## src/rtl/hazard_ctrl_pkg.sv

```systemverilog
// Shared opcode map, instruction-class helpers and sequencer state encodings
// for the hazard/stall controller.
package hazard_ctrl_pkg;

  localparam int OPC_W = 4;

  localparam logic [OPC_W-1:0] OP_LW  = 4'b1000;
  localparam logic [OPC_W-1:0] OP_SW  = 4'b1001;
  localparam logic [OPC_W-1:0] OP_B   = 4'b1100;
  localparam logic [OPC_W-1:0] OP_BR  = 4'b1101;
  localparam logic [OPC_W-1:0] OP_PCS = 4'b1110;
  localparam logic [OPC_W-1:0] OP_HLT = 4'b1111;

  typedef enum logic [2:0] {
    ST_RUN,
    ST_STALL,
    ST_MEMWAIT,
    ST_DRAIN,
    ST_HALT
  } state_t;

  // State to resume once a data-memory freeze ends.
  typedef enum logic [1:0] {
    RET_RUN,
    RET_STALL,
    RET_DRAIN
  } ret_t;

  // All ALU-class opcodes (0xxx) write a register, as do LW and PCS.
  function automatic logic is_writer(input logic [OPC_W-1:0] op);
    return (op[OPC_W-1] == 1'b0) || (op == OP_LW) || (op == OP_PCS);
  endfunction

  // ALU ops take Rt as a second operand; SW stores the value held in Rt.
  function automatic logic reads_rt(input logic [OPC_W-1:0] op);
    return (op[OPC_W-1] == 1'b0) || (op == OP_SW);
  endfunction

endpackage

```

## src/rtl/hazard_ctrl_detect.sv

```systemverilog
// Combinational hazard terms that forwarding cannot resolve: load-use and
// branch-register reads of a value not yet available in ID.
module hazard_detect
  import hazard_ctrl_pkg::*;
#(
  parameter int OPW = 4,
  parameter int RW  = 4
) (
  input  logic [OPW-1:0] IF_ID_Opcode,
  input  logic [RW-1:0]  IF_ID_Rs,
  input  logic [RW-1:0]  IF_ID_Rt,
  input  logic [OPW-1:0] ID_EX_Opcode,
  input  logic [RW-1:0]  ID_EX_Rd,
  input  logic [OPW-1:0] EX_MEM_Opcode,
  input  logic [RW-1:0]  EX_MEM_Rd,
  output logic           load_use,
  output logic           br_ex,
  output logic           br_mem
);

  logic ex_rd_live;
  logic mem_rd_live;
  logic id_is_br;
  logic ex_hits_rs;
  logic ex_hits_rt;
  logic mem_hits_rs;

  // R0 is hardwired to zero, so a write to it never creates a dependency.
  assign ex_rd_live  = (ID_EX_Rd  != '0);
  assign mem_rd_live = (EX_MEM_Rd != '0);
  assign id_is_br    = (IF_ID_Opcode == OP_BR);

  assign ex_hits_rs  = ex_rd_live  && (ID_EX_Rd  == IF_ID_Rs);
  assign ex_hits_rt  = ex_rd_live  && (ID_EX_Rd  == IF_ID_Rt) && reads_rt(IF_ID_Opcode);
  assign mem_hits_rs = mem_rd_live && (EX_MEM_Rd == IF_ID_Rs);

  assign load_use = (ID_EX_Opcode == OP_LW) && (ex_hits_rs || ex_hits_rt);
  assign br_ex    = id_is_br && is_writer(ID_EX_Opcode) && ex_hits_rs;
  assign br_mem   = id_is_br && (EX_MEM_Opcode == OP_LW) && mem_hits_rs;

endmodule

```

## src/rtl/hazard_ctrl.sv

```systemverilog
// Stall/flush/halt sequencer for the 5-stage core: owns the PC and pipeline
// register enables, bubbles, the taken-branch flush and the HLT drain.
module hazard_ctrl
  import hazard_ctrl_pkg::*;
#(
  parameter int OPW       = 4,
  parameter int RW        = 4,
  parameter int DRAIN_CYC = 3
) (
  input  logic           clk,
  input  logic           rst,
  input  logic [OPW-1:0] IF_ID_Opcode,
  input  logic [RW-1:0]  IF_ID_Rs,
  input  logic [RW-1:0]  IF_ID_Rt,
  input  logic [OPW-1:0] ID_EX_Opcode,
  input  logic [RW-1:0]  ID_EX_Rd,
  input  logic [OPW-1:0] EX_MEM_Opcode,
  input  logic [RW-1:0]  EX_MEM_Rd,
  input  logic           branch_taken,
  input  logic           dmem_busy,
  output logic           pc_en,
  output logic           if_id_en,
  output logic           if_id_flush,
  output logic           id_ex_bubble,
  output logic           ex_mem_en,
  output logic           mem_wb_en,
  output logic           halted
);

  localparam logic [1:0] DRAIN_LOAD = 2'(DRAIN_CYC - 1);

  state_t     state, state_nxt;
  ret_t       ret, ret_nxt;
  logic [1:0] cnt, cnt_nxt;

  logic load_use;
  logic br_ex;
  logic br_mem;
  logic hazard;
  logic id_hlt;

  hazard_detect #(
    .OPW (OPW),
    .RW  (RW)
  ) u_detect (
    .IF_ID_Opcode  (IF_ID_Opcode),
    .IF_ID_Rs      (IF_ID_Rs),
    .IF_ID_Rt      (IF_ID_Rt),
    .ID_EX_Opcode  (ID_EX_Opcode),
    .ID_EX_Rd      (ID_EX_Rd),
    .EX_MEM_Opcode (EX_MEM_Opcode),
    .EX_MEM_Rd     (EX_MEM_Rd),
    .load_use      (load_use),
    .br_ex         (br_ex),
    .br_mem        (br_mem)
  );

  assign hazard = load_use | br_ex | br_mem;
  assign id_hlt = (IF_ID_Opcode == OP_HLT);

  always_ff @(posedge clk or posedge rst) begin
    if (rst) begin
      state <= ST_RUN;
      ret   <= RET_RUN;
      cnt   <= 2'd0;
    end else begin
      state <= state_nxt;
      ret   <= ret_nxt;
      cnt   <= cnt_nxt;
    end
  end

  always_comb begin
    state_nxt = state;
    ret_nxt   = ret;
    cnt_nxt   = cnt;
    case (state)
      ST_RUN: begin
        if (dmem_busy) begin
          state_nxt = ST_MEMWAIT;
          ret_nxt   = RET_RUN;
        end else if (hazard) begin
          // br_ex alone takes one extra bubble; a pending load into MEM is then caught by br_mem.
          state_nxt = ST_STALL;
          cnt_nxt   = (load_use | br_mem) ? 2'd1 : 2'd0;
        end else if (id_hlt) begin
          state_nxt = ST_DRAIN;
          cnt_nxt   = DRAIN_LOAD;
        end
      end
      ST_STALL: begin
        if (dmem_busy) begin
          state_nxt = ST_MEMWAIT;
          ret_nxt   = RET_STALL;
        end else if (cnt == 2'd0) begin
          state_nxt = ST_RUN;
        end else begin
          cnt_nxt = cnt - 2'd1;
        end
      end
      ST_MEMWAIT: begin
        if (!dmem_busy) begin
          case (ret)
            RET_STALL: state_nxt = ST_STALL;
            RET_DRAIN: state_nxt = ST_DRAIN;
            default:   state_nxt = ST_RUN;
          endcase
        end
      end
      ST_DRAIN: begin
        if (dmem_busy) begin
          state_nxt = ST_MEMWAIT;
          ret_nxt   = RET_DRAIN;
        end else if (cnt == 2'd0) begin
          state_nxt = ST_HALT;
        end else begin
          cnt_nxt = cnt - 2'd1;
        end
      end
      ST_HALT: state_nxt = ST_HALT;
      default: state_nxt = ST_RUN;
    endcase
  end

  always_comb begin
    pc_en        = 1'b0;
    if_id_en     = 1'b0;
    if_id_flush  = 1'b0;
    id_ex_bubble = 1'b0;
    ex_mem_en    = 1'b0;
    mem_wb_en    = 1'b0;
    halted       = 1'b0;
    case (state)
      ST_RUN: begin
        // Busy memory freezes everything, then hazards bubble ID; HLT suppresses the flush.
        if (!dmem_busy) begin
          ex_mem_en = 1'b1;
          mem_wb_en = 1'b1;
          if (hazard) begin
            id_ex_bubble = 1'b1;
          end else begin
            pc_en       = 1'b1;
            if_id_en    = 1'b1;
            if_id_flush = branch_taken && !id_hlt;
          end
        end
      end
      ST_STALL, ST_DRAIN: begin
        id_ex_bubble = 1'b1;
        ex_mem_en    = 1'b1;
        mem_wb_en    = 1'b1;
      end
      ST_HALT: halted = 1'b1;
      default: ;
    endcase
  end

endmodule

```

## config.mk

```make
export PLATFORM = sky130hd
export DESIGN_NAME = hazard_ctrl
export DESIGN_NICKNAME = d
export VERILOG_FILES = /design/src/rtl/hazard_ctrl_pkg.sv /design/src/rtl/hazard_ctrl_detect.sv /design/src/rtl/hazard_ctrl.sv
export SDC_FILE = /design/constraint.sdc
export NUM_CORES = 1
export LEC_CHECK = 0
export CORE_MARGIN = 3
export CORE_UTILIZATION = 39
export CTS_BUF_LIST = sky130_fd_sc_hd__clkbuf_8 sky130_fd_sc_hd__clkbuf_16
export DETAILED_ROUTE_END_ITERATION = 8
export GPL_ROUTABILITY_DRIVEN = 0
export MAX_ROUTING_LAYER = met4
export PLACE_DENSITY = 0.79
export REMOVE_ABC_BUFFERS = 1
export SETUP_SLACK_MARGIN = 0.5
export SLEW_MARGIN = 20
export SYNTH_ARGS = -nofsm -noshare
export SYNTH_HDL_FRONTEND = slang
export SYNTH_SLANG_ARGS = --single-unit
```

## constraint.sdc

```tcl
create_clock -name clk -period 1.9 [get_ports clk]
set_clock_uncertainty 0.1 [all_clocks]
set_input_delay 0.19 -clock clk [delete_from_list [all_inputs] [get_ports clk]]
set_output_delay 0.19 -clock clk [all_outputs]
set_load 0.005 [all_outputs]
```

==> impl_metrics.toml, run 1 <==
[synthesis]
ys_ff_latch = 7
synth-seq-area-share = 0.228
synth_edf_count = 0
yosysTopAreaCell = "dfrtp_1"
synthMostInstantiatedCell = "xor2_1"
synthCells = 90
yosys-top-cells-area = "dfrtp_1 23%, xor2_1 9.1%, xnor2_1 4.6%"
yosys_warnings = 0
syn_area_per_cell_um2 = 8.54
synthArstFlopShare = 1.00
syn_area_um2 = 768
synth_cell_types = 38
yosysTopAreaCellShare = 0.228
synth_commonest_cells = "8 x xor2_1, 7 x dfrtp_1, 7 x nand2_1, 6 x nor2_1, 6 x nor3_1"
synth-main-ff-cell = "dfrtp_1"

[cts]
cts_root_buf = "clkbuf_8"
clockBufferDepth = 2
h-tree-depth = 1
cts_sinks = 7
numCtsBuffers = 3
holdBufCountCts = 0

[floorplanning]
core.rowCount = 15
die_h_um = 50.4
die_x_um = 50.4
io_pins = 39
start_util = 0.426

[global_route]
grt_max_degree = 8

[run_status]
lastStage = "global routing"
first-error = "[ERROR DPL-0038] Utilization greater than 100%, impossible to legalize"
status = "stopped before the end"

[place]
port_buffers = 38
dpl_cell_area_um2 = 1410
post-dp-hpwl_um = 2070

[timing]
grt-worst-endpoint = "if_id_en"
worstEpCategory = "output port"
stage by stage:
stage	setup WS, ps	std cells	hold slack, ps	setup TNS, ps	utilization
floorplan	233	87	-107	0	-
global placement	-702	183	338	-3850	0.782
detailed placement	-705	183	349	-4120	0.782
CTS	-301	205	105	-932	0.965
timing repair:
action,4_1_cts
setup endpoints to repair,11
gates resized for setup,111
pin swaps,24
buffers inserted,18
logic make-up after synthesis:
logic type,share of synthesized area
and+or+nand+nor,0.375
AOI/OAI and AO/OA,0.184
xor gates and xnor gates,0.137
buffers and inverters,0.0440
DFF,0.228
adders and majority gates,0.0326
==> run 2: changes to the inputs <==
==> config.mk (replaced) <==
export PLATFORM = sky130hd
export DESIGN_NAME = hazard_ctrl
export DESIGN_NICKNAME = d
export VERILOG_FILES = /design/src/rtl/hazard_ctrl_pkg.sv /design/src/rtl/hazard_ctrl_detect.sv /design/src/rtl/hazard_ctrl.sv
export SDC_FILE = /design/constraint.sdc
export NUM_CORES = 1
export LEC_CHECK = 0
export CORE_AREA = 3 3 64 66
export DETAILED_ROUTE_END_ITERATION = 8
export DIE_AREA = 0 0 67 69
export GPL_ROUTABILITY_DRIVEN = 0
export PLACE_DENSITY_LB_ADDON = 0.15
export REMOVE_ABC_BUFFERS = 1
export SLEW_MARGIN = 20
export SYNTH_ARGS = -nofsm -noshare
export SYNTH_HDL_FRONTEND = slang
export SYNTH_SLANG_ARGS = --single-unit
==> impl_metrics.toml, run 2 <==
[floorplanning]
core.rowCount = 22
die_area_um2 = 4620
die_h_um = 69
io_pins = 39
core_area_um2 = 3630
die_x_um = 67
start_util = 0.211

[timing]
max_slew_margin = 0.773
fin_crit_ps = 1920
max_clock_freq_mhz = 520
hold_violations = 0
rsz0062_at_grt = "yes"
final.period_utilization = 1.01
setup_slack_ps = -22.2
setup_tns_ps = -22.7
setup_viol = 2
maxSlewViolCount = 0
whs_ps = 98.8
tightest_slew_ps = 338

[power_and_ir_drop]
p_sw_mw = 0.529
cell_internal_pwr_mw = 0.896
switching_share = 0.371
peakVddDrop_uv = 309
power.density_nw_per_um2 = 889
combPwrFrac = 0.674
power_frac_clock = 0.149
p_leak_nw = 0.777
totalPowerFinal_mw = 1.42
seqPwrFrac = 0.177

[synthesis]
synthArstFlopShare = 1.00
syn_area_um2 = 768
synth-main-ff-cell = "dfrtp_1"
yosys_warnings = 0
syn_area_per_cell_um2 = 8.54
yosysTopAreaCell = "dfrtp_1"
synth_edf_count = 0
synthMostInstantiatedCell = "xor2_1"
synth_commonest_cells = "8 x xor2_1, 7 x dfrtp_1, 7 x nand2_1, 6 x nor2_1, 6 x nor3_1"
synthCells = 90
synth_cell_types = 38
synth-seq-area-share = 0.228
yosysTopAreaCellShare = 0.228
ys_ff_latch = 7
yosys-top-cells-area = "dfrtp_1 23%, xor2_1 9.1%, xnor2_1 4.6%"

[drt]
route.detailed.drc = 0
routed_via_density = 4.39
first_iter_violations = 47
antenna_left = 0
wl_um = 2580
vias = 936
routedWlPerCell_um = 12.1
drtPass1Iterations = 3

[setup_path]
crit_path_start_kind = "primary input"
critPathRequiredTime_ps = 1610
arrival_ps = 1630
path_class = "primary input to primary output"
crit_fanout = 3
regToRegSetupSlack_ps = 180
worstSetupEndpointType = "primary output"

[global_route]
grt_use_met1 = 0.133
grt_use_met3 = 0.0309
grt_first_pass_wirelength_um = 4130
antenna_found_initial = 0
grt_max_degree = 8
grt_most_used_layer = "met2"
first_global_vias = 932
overflow = 0
grt_util_all_layers = 0.117
met2_usage = 0.202

[cells_and_area]
final_common_cell = "buf_4"
area_growth_pct = 109
nNetsFinal = 200
largest_register_ffs = 3
layout_common_cells = "33 x buf_4, 11 x clkdlybuf4s50_1, 8 x dlygate4sd2_1"
drive_above_1_share = 0.461
reg_top3 = "state (3), cnt (2), ret (2)"
fin_cells = 213
n_antenna_cell = 0
final_util = 0.441
regMostFlops = "state"
finalInstanceArea_um2 = 1600

[run_status]
status = "complete, but fails checks"
violations = "negative setup slack"

[place]
dpl_worst_slack_ps = -723
dpl_cell_area_um2 = 1430
port_buffers = 38
dp_cells = 205
post-dp-hpwl_um = 2260

[cts]
clockBufferDepth = 2
clk_latency_ps = 230
cts_sinks = 7
cts_root_buf = "clkbuf_8"
numCtsBuffers = 3
clkTransAtPathRegs_ps = 40
cts_tree = "yes"
h-tree-depth = 1
holdBufCountCts = 0

[flow_run]
drv_cap = 0

[hold_path]
hold_path_class = "primary input to async pin"
run 2: cell counts after synthesis:
No cell type changed its count.
run 2: repair_timing:
action,4_1_cts,5_1_grt
buffers inserted,4,0
pin swaps,15,11
setup endpoints to repair,11,10
resized for setup,62,26
run 2: routing by layer:
layer | vias up | share of wire
li1 | 475 | -
met1 | 440 | 0.41
met2 | 17 | 0.54
met3 | 4 | 0.035
met4 | 0 | 0.013
met5 | - | 0
run 2: cell type report:
| type | count | area [um^2] |
|---|---|---|
| well taps | 48 | 60.1 |
| fillers | 383 | 2030 |
| inverters | 4 | 15.0 |
| clock buffers | 4 | 45.0 |
| repair buffers | 74 | 639 |
| multi-input cells | 76 | 668 |
| flip-flops and latches | 7 | 175 |
run 2: power groups by stage:
stage               Combinational, mW  Clock (mW)  Sequential [mW]
finish                          0.960       0.212            0.253
floorplan                       0.378           0            0.264
global route                     1.05       0.234            0.259
detailed placement              0.926           0            0.256
global placement                0.913           0            0.251
CTS                             0.951       0.221            0.254
run 2: kinds of logic after synthesis:
logic type	count (synthesis)	synth area share
flops	7	0.228
fa+ha+maj	2	0.0326
simple gates	44	0.375
buf+inv	7	0.0440
xor+xnor	12	0.137
compound gates	18	0.184
run 2: worst paths after layout:
check | from | to | cells after the start
max in group asynchronous | rst | state[2] | 2
setup reg to reg | cnt[0] | cnt[0] | 9
hold / removal | rst | ret[1] | 2
min in group clk | IF_ID_Opcode[1] | state[0] | 4
hold reg to reg | ret[1] | ret[1] | 2
setup / recovery | IF_ID_Opcode[3] | if_id_flush | 9
run 2: worst max-delay path, stage by stage:
cell and delay, ps:
clkdlybuf4s50_1 510, nand2_1 100, nor2_4 110, buf_4 110
nand2_1 70, nor2_4 170, nor3_4 70, and3_1 170
buf_2 120
No activity file was read; power rests on OpenSTA's default activity.
==> RTL edit, RTL diff (config.mk and constraints of run 2) <==
Reset style: synchronous (`rst`), changed in one clocked block.
--- a/src/rtl/hazard_ctrl.sv
+++ b/src/rtl/hazard_ctrl.sv
@@ -58,7 +58,7 @@
   assign hazard = load_use | br_ex | br_mem;
   assign id_hlt = (IF_ID_Opcode == OP_HLT);
 
-  always_ff @(posedge clk or posedge rst) begin
+  always_ff @(posedge clk) begin
     if (rst) begin
       state <= ST_RUN;
       ret   <= RET_RUN;
Function: differs if rst is asserted again (counterexample within 4 cycles, from zero or initial values and one cycle with rst high); with rst held inactive, the same outputs for 10 cycles.
==> RTL edit against run 2 <==
  * The run still ends with negative setup slack left
  * Worst setup slack worse by 0.028 ns
  * Critical path depth did not move
  * Wire length increased by 4.0%
  * Die area is the same
  * Cell area is 2.8% lower
  * Sequential cell count unchanged
  * Hold slack improved by 0.28 ns
  * Via count grew 3.5%
  * Synthesized area down 2.6%
  * Critical endpoint unchanged
  * Global-route usage rose by 0.39 points
  * Register-to-register slack improved by 0.02 ns
Power is not compared: it rests on default switching activity, and its combinational part moved more than twofold at a synthesized area within 25%.
==> RTL edit: results (changes against run 2) <==
- Run status: finished, violations left
- Violated checks: negative setup slack
- DP Worst Slack: -0.882 ns (-0.159 ns)
- 1st-pass router iterations: 4 (+1)
- Mux share of post-synthesis cell area: 1.34% (+1.3 points)
- Worst slew margin: 80.5% (+3.2 points)
- Vias per cell: 4.49 (+2.1%)
- First-pass GRT wire length: 4.44 mm (+7.5%)
- Non-Filler Instances: 216 (+1.4%)
- Post-synth top cells: xor2_1, nand2_1, dfxtp_1
- Met3 wire length: 134 µm (+49%)
- Vias in the first global route: 978 (+4.9%)
- Synth Area in XOR/XNOR: 15.2% (+1.5 points)
- Ys async rst share: 0% (-100 points)
- Adder-cell area share of the yosys netlist: 3.34% (+0.087 points)
- Met2 Wirelength: 1.33 mm (-4.8%)
- Final net count: 203 (+1.5%)
- M1 GR Usage: 16.2% (+2.8 points)
- Final Setup Violations: 2 (unchanged)
- Setup ws final: -0.0503 ns (-0.0282 ns)
- Fin Setup TNS: -0.0743 ns (-0.0515 ns)
- Dpl cells: 207 (+0.98%)
- Overall routing resource usage: 12.1% (+0.39 points)
- Largest cells by area after synthesis: dfxtp_1, xor2_1, nand2_1, nor4_1, or4b_1
- Post-synthesis compound-gate area fraction: 19.9% (+1.5 points)
- Met3 Use GR: 2.44% (-0.65 points)
- Worst Reg-to-Reg Cells: 6 (-3)
- Pin count of the biggest net entering global routing: 15 (+7)
- Hpwl dp: 2.18 mm (-3.7%)
- Top FF cell, synth: dfxtp_1
- Share of layout cells above drive strength 1: 50.0% (+3.9 points)
-- RTL edit: path summary, 6_finish.rpt --
check | start | endpoint | slack (ns)
max | EX_MEM_Opcode[2] | if_id_flush | -0.05
max reg2reg | cnt[0] | state[1] | 0.20
min | ret[0] | ret[0] | 0.38
min reg2reg | ret[0] | ret[0] | 0.38
-- RTL edit: critical path, stage by stage --
cell and delay (ns):
buf_6 0.09, or4b_4 0.54, nor4_4 0.16, a32oi_2 0.16, nand3_2 0.12, buf_6 0.11, nor3b_4 0.04, and2_1 0.14
buf_2 0.12
-- RTL edit: repair_timing --
item                                    CTS  global route
pin swaps                                20            10
resized for setup                       106            20
buffers inserted                          4             1
endpoints found under the setup margin   10             8
-- RTL edit: layout make-up --
type / instances / area (µm²)
well taps: 48 / 60.1
clock inverters: 1 / 5.00
clock buffers: 3 / 41.3
inverters: 6 / 22.5
flip-flops and latches: 7 / 140
repair buffers: 70 / 549
multi-input cells: 81 / 739
fillers: 395 / 2080
